`src/rtl/piece_dropper.sv`:
```
// piece_dropper: validates a column drop, animates the fall one row per FALL_TICKS cycles, then writes the board.
// Latency: turn_done 2 + (ROWS-target)*FALL_TICKS cycles after acceptance; requests while busy are silently dropped.
module piece_dropper #(
  parameter int COLS       = 7,
  parameter int ROWS       = 6,
  parameter int FALL_TICKS = 4
) (
  input  logic                   clk,
  input  logic                   reset,
  input  logic                   drop_req,
  input  logic [2:0]             drop_col,
  input  logic [1:0]             player,
  output logic                   busy,
  output logic                   turn_done,
  output logic                   drop_err,
  output logic                   anim_valid,
  output logic [2:0]             anim_row,
  output logic [2:0]             anim_col,
  output logic [2*COLS*ROWS-1:0] board,
  output logic                   board_full
);
  localparam int TW = (FALL_TICKS > 1) ? $clog2(FALL_TICKS) : 1;
  // Height must be able to hold ROWS itself, which needs 4 bits when ROWS = 8.
  localparam int HW = $clog2(ROWS + 1);
  localparam int NB = 2*COLS*ROWS;

  typedef enum logic [1:0] {IDLE, FALL, PLACE, DONE} state_t;
  state_t state, state_nxt;

  logic [HW-1:0] height [COLS];
  logic [2:0]    col;
  logic [1:0]    pl;
  logic [2:0]    target;
  logic [2:0]    row;
  logic [TW-1:0] tick;
  logic          err;
  logic [NB-1:0] cells;

  logic [HW-1:0] sel_height;
  logic          col_ok, player_ok, req_ok, tick_last, full;

  always_comb begin
    sel_height = '0;
    for (int c = 0; c < COLS; c++)
      if (drop_col == 3'(c)) sel_height = height[c];
  end

  assign col_ok    = {1'b0, drop_col} < 4'(COLS);
  assign player_ok = (player == 2'b01) || (player == 2'b10);
  assign req_ok    = col_ok && player_ok && (sel_height < HW'(ROWS));
  assign tick_last = (tick == TW'(FALL_TICKS - 1));

  always_ff @(posedge clk) begin
    if (reset) state <= IDLE;
    else       state <= state_nxt;
  end

  always_comb begin
    state_nxt = state;
    case (state)
      IDLE:    if (drop_req && req_ok) state_nxt = FALL;
      FALL:    if (tick_last && (row == target)) state_nxt = PLACE;
      PLACE:   state_nxt = DONE;
      DONE:    state_nxt = IDLE;
      default: state_nxt = IDLE;
    endcase
  end

  always_ff @(posedge clk) begin
    if (reset) begin
      col    <= '0;
      pl     <= '0;
      target <= '0;
      row    <= '0;
      tick   <= '0;
      err    <= 1'b0;
      cells  <= '0;
      for (int c = 0; c < COLS; c++) height[c] <= '0;
    end else begin
      err <= (state == IDLE) && drop_req && !req_ok;
      case (state)
        IDLE: begin
          if (drop_req && req_ok) begin
            col    <= drop_col;
            pl     <= player;
            target <= 3'(sel_height);
            row    <= 3'(ROWS - 1);
            tick   <= '0;
          end
        end
        FALL: begin
          if (tick_last) begin
            tick <= '0;
            if (row != target) row <= row - 3'd1;
          end else begin
            tick <= tick + TW'(1);
          end
        end
        PLACE: begin
          cells[2*(int'(target)*COLS + int'(col)) +: 2] <= pl;
          for (int c = 0; c < COLS; c++)
            if (col == 3'(c)) height[c] <= height[c] + HW'(1);
        end
        default: ;
      endcase
    end
  end

  always_comb begin
    full = 1'b1;
    for (int c = 0; c < COLS; c++)
      if (height[c] != HW'(ROWS)) full = 1'b0;
  end

  assign busy       = (state != IDLE);
  assign turn_done  = (state == DONE);
  assign drop_err   = err;
  assign anim_valid = (state == FALL);
  assign anim_row   = row;
  assign anim_col   = col;
  assign board      = cells;
  assign board_full = full;
endmodule

```
`config.mk`:
```
export PLATFORM = sky130hd
export DESIGN_NAME = piece_dropper
export DESIGN_NICKNAME = d
export VERILOG_FILES = /design/src/rtl/piece_dropper.sv
export SDC_FILE = /design/constraint.sdc
export NUM_CORES = 1
export LEC_CHECK = 0
export BUFFER_PORTS_ARGS = -buffer_cell sky130_fd_sc_hd__buf_2
export CAP_MARGIN = 20
export CORE_MARGIN = 4
export CORE_UTILIZATION = 45
export DETAILED_ROUTE_END_ITERATION = 12
export GPL_TIMING_DRIVEN = 0
export PLACE_DENSITY_LB_ADDON = 0.12
export SLEW_MARGIN = 40
export SYNTH_ARGS = -nofsm -noshare
export SYNTH_HDL_FRONTEND = slang
export SYNTH_SLANG_ARGS = --single-unit
```
`constraint.sdc`:
```
create_clock -name clk -period 7.1 [get_ports clk]
set_input_delay 1.42 -clock clk [delete_from_list [all_inputs] [get_ports clk]]
set_output_delay 1.42 -clock clk [all_outputs]
set_load 0.05 [all_outputs]
```
==> impl_metrics.toml, run 1 <==
[sta]
fmax_ghz = 0.194
clock_skew_ns = 0.00974
min_period_ns = 5.17
setup_viol = 0
max_slew_margin_pct = 45.5
maxSlewViolCount = 0
fin_crit_sh_pct = 72.8
hold_viol_final = 0
fin_setup_tns_ns = 0
tightestPinTransition_ns = 0.795
rsz0062_at_grt = "false"
timing.hold.ws_ns = 0.456

[route]
drt_iter0_markers = 389
vias = 5911
drc = 0
totalWireLength_mm = 19.9
antenna_left = 0
wl_per_cell_um = 19.2
first_pass_iters = 5
via_per_inst = 5.70

[placement]
place_hpwl_mm = 15.0
gp_congestion = 0.911
place_area_um2 = 7430
portBuffers = 102

[floorplanning]
start_util_pct = 45.8
die_h_um = 130
fp-row-count = 44
die_area_um2 = 16800
core_area_um2 = 14500
num_io_pins = 103
die_x_um = 130

[setup_path]
end_kind = "register"
critPathKind = "register to register"
crit_path_start_kind = "register"
worstPathArrival_ns = 5.47
critPathMaxFanout = 9
worst_ep_required_time_ns = 7.40

[hold_path]
hold_path.class = "register to register"

[pwr]
p_int_mw = 1.49
power_density_nw_per_um2 = 318
switching_share_pct = 41.6
vdd_drop_max_mv = 0.210
power_frac_seq_pct = 29.7
p_leak_nw = 3.65
p_sw_mw = 1.06
p_comb_share_pct = 35.8
p_clk_share_pct = 34.5

[layout]
n_antenna_cell = 0
drive_gt1_share_pct = 20.9
fin_area_um2 = 8040
nNetsFinal = 885
area_growth_pct = 20.7
fillerInstances = 1364

[yosys]
ys.warnings.count = 0
synth-edff-count = 21
synth_top_family_by_area = "simple AND/OR/NAND/NOR gates"
yosysTopAreaCell = "dfxtp_1"
synth_xor_area_share_pct = 2.80
syn-num-nets = 764
synth_cells = 719
synth_compound_area_share_pct = 11.3
yosys.area_share.simple_pct = 21.6
ys_types = 73
synth_area_um2 = 6660
synthArstFlopShare_pct = 0
ys_ff_latch = 121
synthTopCellsByArea = "dfxtp_1 (30%), mux2i_1 (12%), edfxtp_1 (9.5%)"
synth_fa_ha_area_share_pct = 7.40
syn_area_per_cell_um2 = 9.26
ys.flop_type = "dfxtp_1"
yosysTopAreaCellShare_pct = 30.1
yosysSeqAreaShare_pct = 39.5
synth_mux_area_share_pct = 13.7

[clock_tree]
hold_buffers = 0
cts-root-buf = "clkbuf_16"
cts_max_level = 4
clockBufferDepth = 2
cts_sinks = 121
post_cts_buffers = 0
clkTransAtPathRegs_ns = 0.07
cts-resized-gates = 0
worstSkewPairLatency_ns = 0.42
cts-buffers-inserted = 17
cts_tree = "done"

[global_routing]
grt_use_total_pct = 24.0
grt_pass1_vias = 5883
grt_overflow = 0
grt_pass1_wl_mm = 31.3
grt_max_degree = 17
antenna_found_initial = 0

[run_status]
outcome = "complete, no violations"

[run]
drv_cap = 0
==> placed cells by master (no fill, tap or decap), types with 3 or more instances in the layout <==
cell type,Yosys,final
o21ai_0,11,11
a31oi_1,6,6
nor3_1,12,10
and2_1,4,4
edfxtp_1,21,21
o311ai_0,4,4
xnor2_1,15,15
inv_1,28,28
nand2b_1,8,8
and3_1,7,7
buf_2,4,106
nor2b_1,16,16
a211oi_1,5,5
clkbuf_1,23,23
dfxtp_1,100,100
nor2_1,66,65
o41ai_1,6,6
a211oi_2,3,3
nand3_1,31,31
or3_1,4,4
mux2i_1,78,78
or4_1,3,3
nor4_1,5,4
ha_1,33,33
o211ai_1,18,18
nand4_1,10,10
fa_1,4,4
nor3_2,4,5
nand2_1,112,112
clkbuf_16,0,18
a2bb2oi_1,3,3
a21oi_1,14,14
or2_2,3,3
mux2_2,6,6
inv_6,0,8
==> Yosys cell counts (3+ instances only) <==
| cell type | instances |
|---|---|
| a211oi_1 | 5 |
| a211oi_2 | 3 |
| a21oi_1 | 14 |
| a2bb2oi_1 | 3 |
| a31oi_1 | 6 |
| and2_1 | 4 |
| and3_1 | 7 |
| buf_2 | 4 |
| clkbuf_1 | 23 |
| dfxtp_1 | 100 |
| edfxtp_1 | 21 |
| fa_1 | 4 |
| ha_1 | 33 |
| inv_1 | 28 |
| mux2_2 | 6 |
| mux2i_1 | 78 |
| nand2_1 | 112 |
| nand2b_1 | 8 |
| nand3_1 | 31 |
| nand4_1 | 10 |
| nor2_1 | 66 |
| nor2b_1 | 16 |
| nor3_1 | 12 |
| nor3_2 | 4 |
| nor4_1 | 5 |
| o211ai_1 | 18 |
| o21ai_0 | 11 |
| o311ai_0 | 4 |
| o41ai_1 | 6 |
| or2_2 | 3 |
| or3_1 | 4 |
| or4_1 | 3 |
| xnor2_1 | 15 |
==> final cells by class <==
type / count / area [um2] / area share [%]
well taps: 184 / 230 / 2.86
repair buffers: 102 / 510 / 6.35
flip-flops and latches: 121 / 2630 / 32.8
plain buffers: 31 / 136 / 1.70
clock inverters: 14 / 146 / 1.82
multi-input cells: 539 / 3830 / 47.6
inverters: 28 / 105 / 1.31
clock buffers: 18 / 450 / 5.60
==> kinds of logic after synthesis <==
kind of cell / Yosys count
AOI/OAI and AO/OA: 97
xor gates and xnor gates: 18
adders and majority gates: 37
buffers and inverters: 59
DFF: 121
muxes: 88
and+or+nand+nor: 299
==> worst max-delay path, cell delays in order, from the launching register on <==
cell     delay, ns
dfxtp_1       0.39
fa_1          0.57
inv_1         0.06
fa_1          0.47
inv_1         0.07
fa_1          0.62
nor2b_1       0.51
nand2_1       0.29
nor3_1        0.36
ha_1          0.20
nand2_1       0.20
a31oi_1       0.50
and2b_1       0.28
nand3_1       0.15
mux2_1        0.38
==> registers in the layout (all words and copies together) (netlist names) <==
signal / count
board: 84
height: 21
anim_col: 3
anim_row: 3
target: 3
pl: 2
state: 2
tick: 2
drop_err: 1
==> final timing paths <==
| path | slack (ns) | from | cells past startpoint | endpoint |
|---|---|---|---|---|
| worst min-delay path | 0.46 | board[26] | 2 | board[26] |
| worst max register to register | 1.93 | target[0] | 14 | board[20] |
| worst min register to register | 0.46 | board[26] | 2 | board[26] |
| worst max-delay path | 1.93 | target[0] | 14 | board[20] |
==> metal layers <==
| metal | vias to the layer above | part of all wire [%] | global-route usage [%] |
|---|---|---|---|
| met5 | - | 0 | 0 |
| met4 | 0 | 2.6 | 9.78 |
| met3 | 34 | 5.0 | 5.52 |
| met2 | 184 | 49 | 40.9 |
| met1 | 2871 | 43 | 29.4 |
| li1 | 2822 | - | - |
==> power groups by stage <==
stage	Combinational, mW	Sequential [mW]	Clock (mW)
after floorplan	0.607	0.796	0
final	0.914	0.758	0.880
after detailed placement	0.890	0.773	0
after global placement	0.863	0.771	0
after CTS	0.896	0.758	0.891
after global routing	0.986	0.762	0.921
==> metrics by stage <==
stage,util [%],std cells,power (mW),worst slack (ns)
2_1_floorplan,-,719,1.40,2.89
3_3_place_gp,50.9,1005,1.63,2.00
3_5_place_dp,51.2,1005,1.66,2.00
4_1_cts,55.3,1037,2.54,1.99
5_1_grt,55.3,1037,2.67,1.65
6_report,55.3,1037,2.55,1.93
(Power assumes the default switching activity.)
==> run 2: changes to the inputs <==
- clock period: 7.1 -> 5 ns (I/O delays scaled with it)
==> run 2 against run 1 <==
Against the previous run:
- setup slack got worse by 1.7 ns
- register-to-register slack worse by 1.7 ns
- cell count about the same
- die area unchanged
- clock-buffer cell count unchanged
- global-route usage about the same
- clock skew shrank 0.00064 ns
- critical path type unchanged
- power up 42%
- design area rose by 0.40%
- clock power is 42% higher
==> impl_metrics.toml, run 2 (synthesized netlist as in run 1, its figures left out) <==
[global_routing]
grt_overflow = 0
grt_max_degree = 17
grt_pass1_vias = 5885
grt_pass1_wl_mm = 31.3
antenna_found_initial = 0
grt_use_total_pct = 24.1

[run_status]
outcome = "complete, no violations"

[sta]
timing.hold.ws_ns = 0.456
fin_crit_sh_pct = 96.2
max_slew_margin_pct = 45.1
clock_skew_ns = 0.00910
setup_viol = 0
rsz0062_at_grt = "false"
timing.final.ws_setup_ns = 0.191
hold_viol_final = 0
tightestPinTransition_ns = 0.822
maxSlewViolCount = 0
min_period_ns = 4.81
fmax_ghz = 0.208

[route]
antenna_left = 0
first_pass_iters = 5
vias = 5902
totalWireLength_mm = 19.9
drc = 0
drt_iter0_markers = 339
via_per_inst = 5.69
wl_per_cell_um = 19.2

[pwr]
p_leak_nw = 3.66
power_density_nw_per_um2 = 451
vdd_drop_max_mv = 0.299

[setup_path]
reg2reg_depth = 15
worst_ep_required_time_ns = 5.30
r2r_setup_slack_ns = 0.19
worstPathArrival_ns = 5.11
crit_path_start_kind = "register"
critPathKind = "register to register"
critPathMaxFanout = 6
r2r-end = "board[20]"
end_kind = "register"
timing.rr.start = "target[0]"

[layout]
nNetsFinal = 885
final_cell_mix = "nand2_1 (112), buf_2 (106), dfxtp_1 (100)"
fillerInstances = 1367
drive_gt1_share_pct = 21.7
largest_reg_flops = 84
final_common_cell = "nand2_1"
area_growth_pct = 21.1
fin_area_um2 = 8070

[placement]
place_area_um2 = 7430
gp_congestion = 0.911
place_hpwl_mm = 15.0
portBuffers = 102
dp_slack_ns = -0.103

[clock_tree]
clockBufferDepth = 2
cts_max_level = 4
cts-buffers-inserted = 17
worstSkewPairLatency_ns = 0.42
cts_sinks = 121
cts-root-buf = "clkbuf_16"
post_cts_buffers = 0
cts_tree = "done"
hold_buffers = 0
clkTransAtPathRegs_ns = 0.07

[hold_path]
hold_depth = 2
hold_path.class = "register to register"
holdCritStartpoint = "board[26]"
hold_path_end = "board[26]"

[floorplanning]
die_area_um2 = 16800
die_h_um = 130
core_area_um2 = 14500
num_io_pins = 103
die_x_um = 130
start_util_pct = 45.8
fp-row-count = 44

[run]
drv_cap = 0
==> run 2: per-stage QoR <==
step	std cells	setup TNS [ns]	total power, mW	utilization [%]
3_5_place_dp	1005	-1.30	2.36	51.2
5_1_grt	1037	0	3.81	55.5
2_1_floorplan	719	0	1.99	-
4_1_cts	1037	0	3.62	55.3
3_3_place_gp	1005	-0.845	2.32	50.9
6_report	1038	0	3.64	55.5
==> run 2: layout make-up <==
type / count / area, um2 / share of cell area (%)
Multi-Input combinational cell: 539 / 3850 / 47.8
Sequential cell: 121 / 2630 / 32.6
Timing Repair Buffer: 102 / 510 / 6.33
Clock buffer: 18 / 450 / 5.58
Tap cell: 184 / 230 / 2.85
Clock inverter: 14 / 146 / 1.81
Buffer: 31 / 138 / 1.71
Inverter: 28 / 105 / 1.30
Antenna cell: 1 / 2.50 / 0.0310
==> run 2: worst max path at each step <==
stage,start,endpoint,slack (ns),cells after the start
2_1_floorplan,anim_col[2],board[48],0.79,13
3_3_place_gp,target[1],board[41],-0.10,14
3_5_place_dp,target[1],board[10],-0.10,13
4_1_cts,target[1],board[10],0.007,14
5_1_grt,target[1],board[60],0.03,14
6_report,target[0],board[20],0.19,15
==> run 2: critical path: stages (launching register included) <==
cell and delay, ns:
dfxtp_1 0.39, fa_1 0.57, inv_1 0.06, fa_1 0.47
inv_1 0.07, fa_1 0.54, a21o_1 0.25, a211oi_2 0.34
nor2_1 0.16, nor3_2 0.25, ha_1 0.18, nand2_1 0.22
a31oi_2 0.41, and2b_1 0.26, nand3_1 0.14, mux2_1 0.37
==> run 2: per-layer routing <==
metal | wire (um) | GRT usage (%) | part of all wire [%] | vias up
met3 | 1120 | 5.52 | 5.6 | 35
met5 | 0 | 0 | 0 | -
li1 | - | - | - | 2827
met2 | 9740 | 41.0 | 49 | 200
met4 | 524 | 9.78 | 2.6 | 0
met1 | 8520 | 29.4 | 43 | 2840
==> run 2: power breakdown <==
group          total, mW  switching, mW  internal (mW)
combinational       1.31          0.952          0.356
sequential          1.08         0.0459           1.03
clock               1.25          0.518          0.734
==> run 2: timing repair <==
action | CTS | global route
gates resized for setup | 2 | 8
endpoints found under the setup margin | 28 | 46
hold endpoints to repair | 0 | 0
==> run 3: changes to the inputs <==
- CORE_ASPECT_RATIO: default -> 1.75
- PLACE_DENSITY_LB_ADDON: 0.12 -> 0.25
==> run 3 against run 2 <==
Against the previous run:
- cell count decreased by 0.19%
- fmax increased by 0.82%
- setup slack improved by 0.039 ns
- highest routed layer unchanged
- register-to-register slack improved by 0.04 ns
- clock power about the same
- clock-buffer cell count increased by 1
- critical path depth decreased by 1
- critical path type unchanged
- die area increased by 0.46%
- sequential power about the same
- utilization increased by 0.79 points
- global-route usage increased by 0.095 points
- sequential share of layout area decreased by 0.25 points
==> impl_metrics.toml, run 3 (synthesized netlist as in run 1, its figures left out) <==
[run_status]
outcome = "complete, no violations"

[layout]
final_cell_mix = "nand2_1 (112), buf_2 (106), dfxtp_1 (100)"
fillerInstances = 1347
nNetsFinal = 888
final_core_util_pct = 56.3
largest_reg_flops = 84
multiInputGateArea_um2 = 3880
fin_area_um2 = 8130
n_antenna_cell = 0
fin_cells = 1036
ff_latch_area_um2 = 2630
final_common_cell = "nand2_1"
area_growth_pct = 22.1
drive_gt1_share_pct = 22.1

[pwr]
power_density_nw_per_um2 = 451
p_leak_nw = 3.69
vdd_drop_max_mv = 0.234

[setup_path]
crit_path_start_kind = "register"
critPathMaxFanout = 7
end_kind = "register"
critPathKind = "register to register"
worstPathArrival_ns = 5.07
worst_ep_required_time_ns = 5.30

[placement]
gp_congestion = 0.966
dp_cells = 1001
portBuffers = 102
place_hpwl_mm = 15.2
dp_slack_ns = -0.214
place_area_um2 = 7420

[floorplanning]
die_h_um = 169
num_io_pins = 103
start_util_pct = 46.1
die_area_um2 = 16900
core_area_um2 = 14400
fp-row-count = 58
die_x_um = 100

[clock_tree]
cts-buffers-inserted = 17
cts_sinks = 121
hold_buffers = 0
clkTransAtPathRegs_ns = 0.06
cts-root-buf = "clkbuf_16"
clockBufferDepth = 2
worstSkewPairLatency_ns = 0.42
cts_max_level = 4
cts_tree = "done"

[global_routing]
antenna_found_initial = 0
grt_pass1_wl_mm = 31.6
grt_overflow = 0
grt_use_total_pct = 24.2
grt_max_degree = 17
grt_pass1_vias = 6188

[sta]
timing.final.ws_setup_ns = 0.230
min_period_ns = 4.77
tightestPinTransition_ns = 0.902
timing.hold.ws_ns = 0.452
clock_skew_ns = 0.0112
setup_viol = 0
fmax_ghz = 0.210
hold_viol_final = 0
max_slew_margin_pct = 39.8
maxSlewViolCount = 0
fin_crit_sh_pct = 95.4

[route]
first_pass_iters = 5
via_per_inst = 5.73
totalWireLength_mm = 20.1
drt_iter0_markers = 320
wl_per_cell_um = 19.4
drc = 0
antenna_left = 0
vias = 5935

[run]
drv_cap = 0

[hold_path]
hold_path.class = "register to register"
==> run 3: worst max-delay path: stages, from the launching register on <==
cell and delay, ns:
dfxtp_1 0.41, fa_1 0.55, inv_1 0.05, fa_1 0.47, inv_1 0.07, fa_1 0.55
a21o_1 0.28, a211oi_4 0.33, nor2_1 0.15, nor3_2 0.30, ha_1 0.19, nand2_1 0.22
or4_1 0.67, o21bai_1 0.26, mux2i_1 0.14
==> run 3: final timing paths <==
check | end | slack (ns) | cells after the start | from
setup / recovery | board[39] | 0.23 | 14 | target[1]
hold / removal | board[80] | 0.45 | 2 | board[80]
setup reg to reg | board[39] | 0.23 | 14 | target[1]
hold reg to reg | board[80] | 0.45 | 2 | board[80]
==> run 3: power by group <==
group          internal (mW)  switching (mW)
registers               1.03          0.0456
clock network          0.789           0.493
logic                  0.356           0.956
==> run 3: what timing repair did <==
action | CTS | global route
gates resized for setup | 4 | 12
setup endpoints to repair | 28 | 73
setup buffers | 0 | 3
pin swaps | 0 | 1
==> run 3: per-layer routing <==
metal  up-vias  wire, um  track usage, %
li1       2823         -               -
met5         -         0               0
met1      2828      7160            24.4
met2       209     10600            44.0
met3        75      1070            5.28
met4         0      1200            15.2
==> run 3: through the flow <==
stage	power, mW	TNS (ns)
detailed placement	2.35	-1.22
CTS	3.65	-0.000569
global route	3.84	-0.0432
global placement	2.34	-0.512
floorplan	1.99	0
finish	3.67	0
==> run 3: cell type report <==
class / instances / area share, %
clock inverter: 13 / 1.92
inverter: 28 / 1.29
tap: 180 / 2.77
timing repair buffer: 105 / 6.55
multi-input combinational: 539 / 47.7
buffer: 31 / 1.69
clock buffer: 19 / 5.71
sequential: 121 / 32.4
